<file path="config.mk">
export PLATFORM = sky130hd
export DESIGN_NAME = featuremap_pad_writer
export DESIGN_NICKNAME = d
export VERILOG_FILES = /design/src/rtl/featuremap_pad_writer.sv
export SDC_FILE = /design/constraint.sdc
export NUM_CORES = 1
export LEC_CHECK = 0
export CORE_MARGIN = 4
export CORE_UTILIZATION = 45
export DETAILED_ROUTE_END_ITERATION = 6
export DONT_BUFFER_PORTS = 1
export GPL_ROUTABILITY_DRIVEN = 0
export PLACE_DENSITY = 0.59
export SLEW_MARGIN = 20
export SYNTH_ARGS = -nofsm -noshare
export SYNTH_HDL_FRONTEND = slang
export SYNTH_SLANG_ARGS = --single-unit
</file>
<file path="constraint.sdc">
create_clock -name clk -period 2.2 [get_ports clk]
set_input_delay 0.44 -clock clk [delete_from_list [all_inputs] [get_ports clk]]
set_output_delay 0.44 -clock clk [all_outputs]
set_load 0.05 [all_outputs]
</file>
<file path="src/rtl/featuremap_pad_writer.sv">
// Streams one zero-bordered (HEIGHT+2)x(WIDTH+2) feature-map frame into a downstream FIFO.
// Optional build macro PAD_WRITER_RELU_EN clamps negative data words to zero.
module featuremap_pad_writer #(
    parameter int DATA_WIDTH = 32,
    parameter int WIDTH      = 112,
    parameter int HEIGHT     = 112
) (
    input  logic                  clk,
    input  logic                  rst,
    input  logic                  start,
    input  logic [DATA_WIDTH-1:0] data_in,
    input  logic                  valid_in,
    output logic                  ready_in,
    input  logic                  fifo_full,
    output logic                  wrreq,
    output logic [DATA_WIDTH-1:0] data_out,
    output logic                  busy,
    output logic                  done
);

    localparam int RW = $clog2(HEIGHT + 2);
    localparam int CW = $clog2(WIDTH + 2);
    localparam logic [RW-1:0] ROW_LAST = RW'(HEIGHT + 1);
    localparam logic [CW-1:0] COL_LAST = CW'(WIDTH + 1);

    typedef enum logic [1:0] {
        IDLE = 2'd0,
        RUN  = 2'd1,
        FIN  = 2'd2
    } state_t;

    state_t          r_state;
    state_t          w_state_nxt;
    logic [RW-1:0]   r_row;
    logic [RW-1:0]   w_row_nxt;
    logic [CW-1:0]   r_col;
    logic [CW-1:0]   w_col_nxt;
    logic            w_pad;
    logic [DATA_WIDTH-1:0] w_word;

    assign w_pad = (r_row == '0) || (r_row == ROW_LAST) ||
                   (r_col == '0) || (r_col == COL_LAST);

`ifdef PAD_WRITER_RELU_EN
    assign w_word = data_in[DATA_WIDTH-1] ? '0 : data_in;
`else
    assign w_word = data_in;
`endif

    // Handshake outputs are forced low while rst is high, regardless of state.
    always_comb begin
        busy     = 1'b0;
        done     = 1'b0;
        wrreq    = 1'b0;
        ready_in = 1'b0;
        data_out = '0;
        if (!rst) begin
            case (r_state)
                RUN: begin
                    busy = 1'b1;
                    if (w_pad) begin
                        wrreq = !fifo_full;
                    end else begin
                        ready_in = !fifo_full;
                        wrreq    = valid_in && !fifo_full;
                        data_out = w_word;
                    end
                end
                FIN:     done = 1'b1;
                default: ;
            endcase
        end
    end

    always_comb begin
        w_state_nxt = r_state;
        w_row_nxt   = r_row;
        w_col_nxt   = r_col;
        case (r_state)
            IDLE: begin
                if (start) begin
                    w_state_nxt = RUN;
                    w_row_nxt   = '0;
                    w_col_nxt   = '0;
                end
            end
            RUN: begin
                if (wrreq) begin
                    if (r_col == COL_LAST) begin
                        w_col_nxt = '0;
                        if (r_row == ROW_LAST) begin
                            w_state_nxt = FIN;
                        end else begin
                            w_row_nxt = r_row + RW'(1);
                        end
                    end else begin
                        w_col_nxt = r_col + CW'(1);
                    end
                end
            end
            FIN:     w_state_nxt = IDLE;
            default: w_state_nxt = IDLE;
        endcase
    end

    always_ff @(posedge clk) begin
        if (rst) begin
            r_state <= IDLE;
            r_row   <= '0;
            r_col   <= '0;
        end else begin
            r_state <= w_state_nxt;
            r_row   <= w_row_nxt;
            r_col   <= w_col_nxt;
        end
    end

endmodule

</file>
==> results.json <==
{
  "yosys_warnings": 0,
  "syn_inst": 161,
  "antenna_cells": 0,
  "die_w_um": 60.1,
  "timing.hold.ws_ns": 0.193,
  "nets": 240,
  "drt_pass1_iterations": 4,
  "max-cap-violations": 0,
  "io_pins": 73,
  "antenna_left": 0,
  "syn_area_um2": 1220,
  "placedCellCount": 215,
  "setup_ws_ns": -0.406,
  "crit_top_cell": "buf_12",
  "yosys.area.top_type": "dfxtp_1",
  "clk_latency_ns": 0.30,
  "finalSetupViolCount": 35,
  "cts.sinks": 16,
  "hold_viol_final": 0,
  "yosysMostFrequentCell": "and2_1",
  "ys_ff_latch": 16,
  "hp-class": "in2reg",
  "required_ns": 1.76,
  "grt_pass1_wl_mm": 6.07,
  "vias": 1359,
  "ys.flop_type": "dfxtp_1",
  "design_area_um2": 1810,
  "ff_latch_area_um2": 324,
  "rows": 18,
  "htreeDepth": 1,
  "p_total_w": 0.000616,
  "synth_cell_type_count": 37,
  "drc": 0,
  "path_class": "reg2out",
  "seq_area_frac_synth": 0.262,
  "path_clk_slew_ns": 0.11,
  "placed_area_um2": 1570,
  "grt_pass1_vias": 1321,
  "setup_tns_ns": -11.23,
  "slew_violations": 0,
  "ir_worst_vdd_mv": 0.315,
  "portBuffers": 0,
  "fin_skew_ns": 0.00178,
  "clk_path_buf_depth": 2,
  "final_cells": 226,
  "period_share": 1.18,
  "fin_crit_ns": 2.61,
  "multi_input_area_um2": 1030,
  "cts_tree": "done",
  "slowest_stage": "or4b_1",
  "final_layout_size_suffix_gt1_frac": 0.510,
  "cp_slowest_stage_delay_ns": 0.44,
  "synth_top_area_share": 0.262,
  "synth_nets": 204,
  "critPathCaptureType": "primary output",
  "fmax_mhz": 384,
  "synth_common_cells": "33 x and2_1, 16 x dfxtp_1, 15 x nor2_1, 11 x a21oi_1",
  "dieArea_um2": 3610,
  "clock-root-buffer": "clkbuf_4",
  "violations": "negative setup slack",
  "powerDensity_nw_per_um2": 340,
  "path_cells": "inv_2 > ha_4 > or4b_1 > a21bo_2 > nand2_4 > nor3_4 > buf_12 > and2_4 > buf_12",
  "cts-hold-fix-buffers": 0,
  "cp.arrival_ns": 2.17,
  "initial_core_util": 0.480,
  "async_flop_share": 0,
  "antenna_found_initial": 0,
  "track_usage": 0.221,
  "status": "complete, but fails checks",
  "crit_path_max_fanout": 8,
  "core-area_um2": 2540,
  "grt_max_degree": 23,
  "area_growth_pct": 48.2,
  "tightest_slew_ns": 0.542,
  "drtIter0Drc": 59,
  "routed_wl_mm": 4.13,
  "avgRoutedWirePerCell_um": 18.3,
  "maxSlewHeadroom": 0.636,
  "fillers": 194,
  "fp.dieH_um": 60.1,
  "synth_area_per_cell_um2": 7.59,
  "cts_buffers": 3,
  "synth-edff-count": 0,
  "cellLeakagePower_nw": 0.763,
  "start_kind": "flip-flop",
  "synth_area_leaders": "dfxtp_1 26%, and2_1 17%, ha_1 6.1%, nor2_1 4.6%, a21oi_1 4.5%",
  "viasPerCell": 6.01,
  "rsz0062_at_grt": "true",
  "hpwl_mm": 2.87,
  "grt_overflow": 0
}
[per-stage QoR]
stage           util  setup WS (ns)
2_1_floorplan      -         -0.106
3_3_place_gp   0.618         -0.493
3_5_place_dp   0.618         -0.612
4_1_cts        0.672         -0.378
5_1_grt        0.712         -0.466
6_report       0.712         -0.406
[where the power goes]
part | leakage, nW | switching (W) | internal, W
sequential | 0.131 | 0.00000281 | 0.000293
combinational | 0.611 | 0.0000602 | 0.0000495
clock | 0.0210 | 0.000109 | 0.000101
total | 0.763 | 0.000172 | 0.000444
[repair_timing]
action | CTS | global route
pin swaps | 24 | 20
resized for setup | 26 | 20
endpoints found under the setup margin | 35 | 40
buffers inserted | 4 | 4
gates cloned | 1 | 1
[worst max-delay path, delay by kind of cell (launching register included)]
family          cells  cell delay (ns)
compound gates      1             0.27
simple gates        4             0.77
fa+ha+maj           1             0.12
buf+inv             3             0.36
flops               1             0.34
[layout make-up]
cell class              instances  share of cell area
repair buffers                 37               0.200
inverters                       5              0.0104
flip-flops and latches         16               0.179
clock buffers                   4              0.0200
well taps                      30              0.0207
multi-input cells             134               0.570
[state kept, by name, indices dropped and copies added, names as in the netlist]
register	cells
r_col	7
r_state	2
r_row	7
[layout by cell type (no fill, tap or decap), types with 3 or more instances in the layout]
cell type,instances
and2_4,31
buf_4,30
nor2_1,14
dfxtp_1,13
a21oi_1,10
nand3_1,6
o21ai_0,6
o31ai_1,6
buf_12,5
inv_2,4
nand4b_1,4
nor4_1,4
ha_1,4
nand2b_1,3
nand4_1,3
or3_1,3
nor2b_1,3
nand2_1,3
clkbuf_4,3
dfxtp_2,3
[worst paths after layout]
kind | startpoint | to | slack [ns] | cells after the start
worst max-delay path | r_row[0]$_SDFFE_PP0P_ | data_out[30] | -0.41 | 9
worst min-delay path | rst | r_row[1]$_SDFFE_PP0P_ | 0.19 | 1
worst max register to register | r_row[0]$_SDFFE_PP0P_ | r_col[4]$_SDFFE_PP0P_ | -0.03 | 8
worst min register to register | r_row[6]$_SDFFE_PP0P_ | r_row[6]$_SDFFE_PP0P_ | 0.51 | 2
[kinds of logic (layout without fill, tap and decap cells)]
group / after synthesis / after routing / share of synthesized area
buf+inv: 12 / 46 / 0.0368
fa+ha+maj: 6 / 6 / 0.0614
simple gates: 92 / 93 / 0.446
flops: 16 / 16 / 0.262
compound gates: 35 / 35 / 0.193
[routing by layer]
layer  vias up  global-route usage  part of all wire  wire [µm]
met5         -                   0                 0          0
li1        647                   -                 -          -
met2        61               0.395              0.52       2160
met3         7              0.0497             0.065        269
met1       644               0.261              0.39       1630
met4         0              0.0633             0.018         76
No activity file was read; power rests on OpenSTA's default activity.
